--- config.mk ---
export PLATFORM = sky130hd
export DESIGN_NAME = mispredict_arb
export DESIGN_NICKNAME = d
export VERILOG_FILES = /design/src/rtl/mispredict_arb.sv
export SDC_FILE = /design/constraint.sdc
export NUM_CORES = 1
export LEC_CHECK = 0
export ABC_AREA = 1
export CORE_MARGIN = 8
export CORE_UTILIZATION = 51
export DETAILED_ROUTE_END_ITERATION = 10
export PLACE_DENSITY = 0.82
export SLEW_MARGIN = 10
export SYNTH_ARGS = -nofsm -noshare
export SYNTH_HDL_FRONTEND = slang
export SYNTH_SLANG_ARGS = --single-unit
--- constraint.sdc ---
create_clock -name clk -period 6.25 [get_ports clk]
set_clock_uncertainty 0.1 [all_clocks]
set_input_delay 1.25 -clock clk [delete_from_list [all_inputs] [get_ports clk]]
set_output_delay 1.25 -clock clk [all_outputs]
set_load 0.03 [all_outputs]
--- src/rtl/mispredict_arb.sv ---
// Mispredict arbiter: picks the oldest resolving-unit report by ROB age and
// holds it as a level to recovery_ctrl until recovery completes.
module mispredict_arb #(
  parameter int NUM_REQ      = 2,
  parameter int ROB_W        = 4,
  parameter int DONE_TIMEOUT = 64
) (
  input  logic                     clk,
  input  logic                     rst,
  input  logic [ROB_W-1:0]         rob_head_i,
  input  logic [NUM_REQ-1:0]       req_valid_i,
  input  logic [NUM_REQ*ROB_W-1:0] req_tag_i,
  input  logic [NUM_REQ*32-1:0]    req_target_i,
  input  logic                     recover_done_i,
  output logic                     mispredict_o,
  output logic [31:0]              target_pc_o,
  output logic [ROB_W-1:0]         recover_tag_o,
  output logic                     busy_o,
  output logic                     err_o,
  output logic [15:0]              mp_count_o
);

  localparam int CW = $clog2(DONE_TIMEOUT + 1);

  typedef enum logic [1:0] {
    IDLE,
    ACTIVE,
    GAP
  } state_e;

  state_e           state_q, state_d;
  logic [ROB_W-1:0] tag_q, tag_d;
  logic [31:0]      pc_q, pc_d;
  logic             pend_v_q, pend_v_d;
  logic [ROB_W-1:0] pend_tag_q, pend_tag_d;
  logic [31:0]      pend_pc_q, pend_pc_d;
  logic [CW-1:0]    cnt_q, cnt_d;
  logic             err_q, err_d;
  logic [15:0]      count_q, count_d;

  function automatic logic [ROB_W-1:0] age_of(
    input logic [ROB_W-1:0] t,
    input logic [ROB_W-1:0] h
  );
    return t - h;
  endfunction

  logic             req_v;
  logic [ROB_W-1:0] req_tag;
  logic [31:0]      req_pc;
  logic [ROB_W-1:0] req_age;

  // Oldest valid report this cycle; strict compare keeps lowest index on ties
  always_comb begin
    req_v   = 1'b0;
    req_tag = '0;
    req_pc  = '0;
    req_age = '0;
    for (int k = 0; k < NUM_REQ; k++) begin
      if (req_valid_i[k] &&
          (!req_v ||
           age_of(req_tag_i[k*ROB_W +: ROB_W], rob_head_i) < req_age)) begin
        req_v   = 1'b1;
        req_tag = req_tag_i[k*ROB_W +: ROB_W];
        req_pc  = req_target_i[k*32 +: 32];
        req_age = age_of(req_tag_i[k*ROB_W +: ROB_W], rob_head_i);
      end
    end
  end

  logic [ROB_W-1:0] pend_age;
  logic [ROB_W-1:0] held_age;
  logic             pend_wins;
  logic             cand_v;
  logic [ROB_W-1:0] cand_tag;
  logic [31:0]      cand_pc;
  logic             to_pend;
  logic [CW-1:0]    cnt_inc;

  always_comb begin
    pend_age  = age_of(pend_tag_q, rob_head_i);
    held_age  = age_of(tag_q, rob_head_i);
    pend_wins = pend_v_q && (!req_v || pend_age < req_age);
    cand_v    = req_v || pend_v_q;
    cand_tag  = pend_wins ? pend_tag_q : req_tag;
    cand_pc   = pend_wins ? pend_pc_q : req_pc;
    to_pend   = req_v && (req_age < held_age) &&
                (!pend_v_q || !(pend_age < req_age));
    cnt_inc   = cnt_q + CW'(1);
  end

  always_comb begin
    state_d    = state_q;
    tag_d      = tag_q;
    pc_d       = pc_q;
    pend_v_d   = pend_v_q;
    pend_tag_d = pend_tag_q;
    pend_pc_d  = pend_pc_q;
    cnt_d      = cnt_q;
    err_d      = err_q;
    count_d    = count_q;
    unique case (state_q)
      IDLE, GAP: begin
        cnt_d    = '0;
        pend_v_d = 1'b0;
        if (cand_v) begin
          state_d = ACTIVE;
          tag_d   = cand_tag;
          pc_d    = cand_pc;
          count_d = (count_q == 16'hFFFF) ? count_q : count_q + 16'd1;
        end else begin
          state_d = IDLE;
        end
      end
      ACTIVE: begin
        cnt_d = cnt_inc;
        if (recover_done_i) begin
          state_d = GAP;
          cnt_d   = '0;
        end else if (cnt_inc == CW'(DONE_TIMEOUT)) begin
          state_d = GAP;
          cnt_d   = '0;
          err_d   = 1'b1;
        end
        // Older reports survive the flush; the timeout path freezes pending
        if (to_pend && (recover_done_i || cnt_inc != CW'(DONE_TIMEOUT))) begin
          pend_v_d   = 1'b1;
          pend_tag_d = req_tag;
          pend_pc_d  = req_pc;
        end
      end
      default: state_d = IDLE;
    endcase
  end

  always_ff @(posedge clk) begin
    if (rst) begin
      state_q    <= IDLE;
      tag_q      <= '0;
      pc_q       <= '0;
      pend_v_q   <= 1'b0;
      pend_tag_q <= '0;
      pend_pc_q  <= '0;
      cnt_q      <= '0;
      err_q      <= 1'b0;
      count_q    <= '0;
    end else begin
      state_q    <= state_d;
      tag_q      <= tag_d;
      pc_q       <= pc_d;
      pend_v_q   <= pend_v_d;
      pend_tag_q <= pend_tag_d;
      pend_pc_q  <= pend_pc_d;
      cnt_q      <= cnt_d;
      err_q      <= err_d;
      count_q    <= count_d;
    end
  end

  assign mispredict_o  = (state_q == ACTIVE);
  assign busy_o        = (state_q != IDLE);
  assign target_pc_o   = pc_q;
  assign recover_tag_o = tag_q;
  assign err_o         = err_q;
  assign mp_count_o    = count_q;

endmodule
=== Yosys cells after proc, flatten, opt, wreduce, memory -nomap -nowiden ===
Index checks and enable logic that the tools add are counted.

* Register bits: 99
* Bits in latches: 0
* Memory bits (writable): 0
* Bits in read-only memories: 0
* Input port bits: 81
* Output and inout bits: 55
* Logic and storage cells: 69
* Memories kept: 0

* Add/sub/neg operators: 6
* Multiply operators: 0
* Div/mod/pow operators: 0
* Order comparisons: 3
* Equal/unequal tests: 7
* Shift operators: 0
* Muxes and demuxes: 19
* Bitwise gates (word level): 2
* Reductions and logical operators: 23

{| class="wikitable"
|+ Operators with widths
! operator !! number
|-
| 32-bit 2-to-1 mux || 3
|-
| 4-bit 2-to-1 mux || 5
|-
| 16-bit by 1-bit adder with 16-bit output (second input constant) || 1
|-
| 16-bit == test (second input constant) || 1
|-
| 4-bit subtractor || 4
|-
| 7-bit 2-to-1 mux || 2
|-
| 7-bit one-hot mux with 2 select lines || 1
|-
| 4-bit < comparator || 3
|-
| 7-bit by 1-bit adder with 7-bit output (second input constant) || 1
|-
| 7-bit == test (second input constant) || 1
|-
| 7-bit inequality test (second input constant) || 1
|-
| 2-bit AND reduction || 3
|-
| 3-bit AND reduction || 2
|-
| 1-bit logical AND || 5
|-
| 1-bit logical OR || 5
|-
| 1-bit logical NOT || 4
|-
| 1-bit 2-to-1 mux || 4
|-
| 2-bit 2-to-1 mux || 2
|-
| 2-bit one-hot mux with 2 select lines || 1
|-
| 2-bit nonzero test || 2
|-
| 3-bit by 2-bit inequality test with 1-bit output (second input constant) || 1
|-
| 2-bit by 1-bit == test with 1-bit output (second input constant) || 1
|-
| 2-bit == test (second input constant) || 1
|-
| 2-bit logical NOT || 1
|-
| 4 further kinds || 5
|}

=== Longest topological paths before layout ===
Gate-level depths: netlist of run 1.

* Depth after elaboration: 13
* Depth in mapped cells: 30

=== Least setup slack after synthesis of run 1 ===
No wires, ideal clock.

* Path kind: input to register
* From: input rob_head_i[1]
* To: register pend_pc_q[10]
* Arrival: 4.683 ns
* Data required time: 6.037 ns
* Path slack: 1.354 ns
* Stages: 24
* Cells stage by stage: inv_1 ha_1 nand2_1 nor2_1 a211oi_1 a21oi_1 o21ai_0 ha_1 a21oi_1 nand2_1 nand2_1 nand2_2 clkbuf_1 o21ai_0 inv_1 ha_1 a2111oi_0 o21ai_1 nor2_1 nand2_1 buf_4 buf_4 o21ai_1 nor2_1

* Longest elaborated chain between the ends: 12

{| class="wikitable"
|+ Ends and longest elaborated chain
! item !! line !! source
|-
| from (decl) || 10 || <nowiki>input logic [ROB_W-1:0] rob_head_i,</nowiki>
|-
| 4-bit subtractor || 45 || <nowiki>return t - h;</nowiki>
|-
| 4-bit 2-to-1 mux || 60 || <nowiki>if (req_valid_i[k] &&</nowiki>
|-
| 4-bit < comparator || 62 || <nowiki>age_of(req_tag_i[k*ROB_W +: ROB_W], rob_head_i) < req_age)) begin</nowiki>
|-
| 1-bit logical OR || 61 || <nowiki>(!req_v ||</nowiki>
|-
| 1-bit logical AND || 60 ||
|-
| 4-bit 2-to-1 mux || 60 ||
|-
| 4-bit < comparator || 88 || <nowiki>(!pend_v_q || !(pend_age < req_age));</nowiki>
|-
| 1-bit logical NOT || 88 ||
|-
| 1-bit logical OR || 88 ||
|-
| 1-bit logical AND || 87 || <nowiki>to_pend = req_v && (req_age < held_age) &&</nowiki>
|-
| 1-bit logical AND || 126 || <nowiki>if (to_pend && (recover_done_i || cnt_inc != CW'(DONE_TIMEOUT))) begin</nowiki>
|-
| 2-bit AND reduction (no source line) || - ||
|-
| to (signal assigned) || 153 || <nowiki>pend_pc_q <= pend_pc_d;</nowiki>
|-
| to (decl) || 36 || <nowiki>logic [31:0] pend_pc_q, pend_pc_d;</nowiki>
|}

Parallel ways exist; a longest one is shown, timed or not.
A chain may end at the register's enable or synchronous reset.

=== Worst setup path after layout of run 1 ===
* From: input rob_head_i[1]
* To: register pend_pc_q[9]

Same word-level chain as after synthesis.

==> reports/qor.yml, run 1 <==
finalSetupViolCount: 0
num_vias: 5699
power_mw: 1.86
grt_pass1_vias: 5400
finalSetupTns_ns: 0
post-route-period-util_pct: 87.6
drv_slew: 0
powerDensity_mw_per_mm2: 255
portBuffers: 135
status: "finished, final reports clean"
synth-seq-cells: 99
fin_crit_ns: 5.47
drcViolationCount: 0
whs_endpoint: "target_pc_o[11]"
routed_wl_um: 15400
design_area_mm2: 0.00727
yosysWarnings: 0
postCtsSetupRepairBufs: 0
drive_gt1_share_pct: 3.46
critPathArrivalTime_ns: 5.67
worstSkewPairLatency_ns: 0.36
grt_pass1_wl_um: 25500
vias_per_cell: 5.07
critical_path_class: "in -> reg"
r2r_start: "recover_tag_o[2]"
num_rows: 38
coreArea_mm2: 0.0109
hold_class: "reg -> reg"
antenna_found_initial: 1
end_kind: "register"
syn_to_final_growth_pct: 27.2
maxCapViolCount: 0
cts.htree.levels: 3
first_pass_iters: 5
cts_sinks: 99
final_antenna_net_count: 0
clk_pin_slew_ns: 0.10
ir_drop_mv: 0.154
whs_ns: 0.370
worstHoldPathCells: 2
avgSynthCellArea_um2: 6.56
gp_congestion: 0.867
die_y_um: 122
worstMarginPinSlew_ns: 1.08
placed_area_mm2: 0.00709
drtIter0Drc: 443
ff2ff_setup_slack_ns: 3.17
syn_nets: 980
syn_inst: 871
hp-start: "target_pc_o[11]"
netlist_area_mm2: 0.00571
die_area_mm2: 0.0148
gr-total-overflow: 0
seq_area_frac_synth_pct: 34.7
synthDistinctLibCells: 29
start_kind: "primary input"
grt_max_degree: 70
grt_usage_pct: 20.6
fmax_ghz: 0.183
hold_violations: 0
post_cts_resized: 0
path_max_fanout: 36
reg2reg_depth: 13
start_util_pct: 52.5
io_pins: 136
place_hpwl_um: 11000
leakage_nw: 3.07
slew-limit-headroom_pct: 27.7
die_w_um: 122
required_ns: 6.44
fin_nets: 1088
clock_path_buffers: 2
wl_per_cell_um: 13.7
diodes: 0
clockRootBuffer: "clkbuf_8"
cts_tree: "built"
worstReg2RegEnd: "pend_pc_q[9]"
ctsHoldBuffers: 0
numCtsBuffers: 9
rsz0062_at_grt: "no"
cell usage in the layout (no fill, tap or decap), drive strengths merged:
master and n:
and3 1, nand3 121, clkinvlp 1, clkinv 3
nor4 1, xnor2 8, clkbuf 9, buf 10
a2111oi 1, dfxtp 99, nor3 9, nor2 95
or2 3, nor3b 3, nand2 130, clkdlybuf4s50 134
o21a 5, a21oi 63, xor2 7, fa 4
o21ai 86, ha 24, inv 159, nand4 5
a211oi 3
worst max path at each step:
stage                        from             to  cells past startpoint
floorplan           rob_head_i[1]  pend_pc_q[10]                     24
global placement    rob_head_i[1]  pend_pc_q[30]                     26
detailed placement  rob_head_i[1]  pend_pc_q[20]                     24
CTS                 rob_head_i[1]   pend_pc_q[9]                     24
global route        rob_head_i[1]  pend_tag_q[1]                     24
finish              rob_head_i[1]   pend_pc_q[9]                     24
flip-flops by register name, indices dropped and copies added (netlist names):
signal,count
pend_v_q,1
mp_count_o,16
recover_tag_o,4
state_q,2
cnt_q,7
pend_tag_q,4
target_pc_o,32
pend_pc_q,32
err_o,1
metrics by stage:
step | cells | worst slack [ns] | utilization [%]
after CTS | 1124 | 0.819 | 66.8
final | 1124 | 0.775 | 66.8
after global routing | 1124 | 0.189 | 66.8
after floorplan | 871 | 1.35 | -
after global placement | 1108 | 0.650 | 65.1
after detailed placement | 1108 | 0.479 | 65.1
cells in the mapped netlist:
cell	n	area, µm²
ha_1	24	300
nor2_1	95	357
inv_2	1	3.75
a2111oi_0	1	8.76
nand4_1	5	31.3
xor2_1	7	61.3
nand2_2	1	6.26
buf_2	10	50.1
xnor2_1	8	70.1
fa_1	4	80.1
clkinv_1	1	3.75
o21a_1	5	37.5
a21oi_1	63	315
dfxtp_1	99	1980
a211oi_1	3	22.5
buf_4	10	75.1
nor3b_1	3	22.5
nor3_1	9	45.0
o21ai_0	65	325
nand2_1	128	480
inv_1	153	574
nor4_1	1	6.26
clkbuf_1	27	101
or2_2	3	18.8
and3_1	1	6.26
inv_4	1	6.26
o21ai_1	21	105
nand3_1	121	606
nand2_4	1	11.3
cell families after synthesis:
group / share of synthesized area (%)
AOI/OAI and AO/OA: 14.3
xor gates and xnor gates: 2.30
adders and majority gates: 6.66
buffers and inverters: 14.3
DFF: 34.7
and+or+nand+nor: 27.8
worst max-delay path: stages:
cell	delay (ns)
clkdlybuf4s50_1	0.39
inv_1	0.31
ha_1	0.30
nand2_1	0.06
nor2_1	0.04
a211oi_1	0.21
a21oi_1	0.09
o21ai_0	0.12
ha_1	0.30
a21oi_1	0.15
nand2_1	0.07
nand2_1	0.10
nand2_2	0.12
o21ai_0	0.26
inv_1	0.08
ha_1	0.31
a2111oi_0	0.43
o21ai_1	0.15
nor2_1	0.12
nand2_1	0.07
buf_4	0.23
inv_4	0.32
nor2_1	0.08
nor2_1	0.11
cell type report:
cell class	count	area, µm²
clock buffers	9	124
clock inverters	7	58.8
fillers	982	3620
inverters	156	588
multi-input cells	569	2930
flip-flops and latches	99	1980
well taps	140	175
repair buffers	144	1410
report_power, final:
group / internal (mW) / switching [mW]
Clock: 0.152 / 0.241
Combinational: 0.279 / 0.419
Sequential: 0.714 / 0.0509
Total: 1.15 / 0.711
layer usage:
layer | up-vias | GRT usage (%) | share of wire (%)
met5 | - | 0 | 0.072
met4 | 2 | 5.40 | 1.1
met1 | 2539 | 26.0 | 44
met3 | 16 | 5.37 | 7.7
li1 | 2977 | - | -
met2 | 165 | 34.2 | 47
Note: power is estimated with default switching activity, not from simulation.
==> run 2, diff against run 1 <==
--- a/config.mk
+++ b/config.mk
@@ -10,6 +10,7 @@
 export CORE_UTILIZATION = 51
 export DETAILED_ROUTE_END_ITERATION = 10
 export PLACE_DENSITY = 0.82
+export SETUP_SLACK_MARGIN = 0.1
 export SLEW_MARGIN = 10
 export SYNTH_ARGS = -nofsm -noshare
 export SYNTH_HDL_FRONTEND = slang
==> results of run 2 <==
Final layout, timing and power as in run 1 (identical DEF).
==> run 3, diff against run 2 <==
--- a/config.mk
+++ b/config.mk
@@ -6,6 +6,7 @@
 export NUM_CORES = 1
 export LEC_CHECK = 0
 export ABC_AREA = 1
+export CAP_MARGIN = 15
 export CORE_MARGIN = 8
 export CORE_UTILIZATION = 51
 export DETAILED_ROUTE_END_ITERATION = 10
==> results of run 3 <==
Final layout, timing and power as in run 1 (identical DEF).
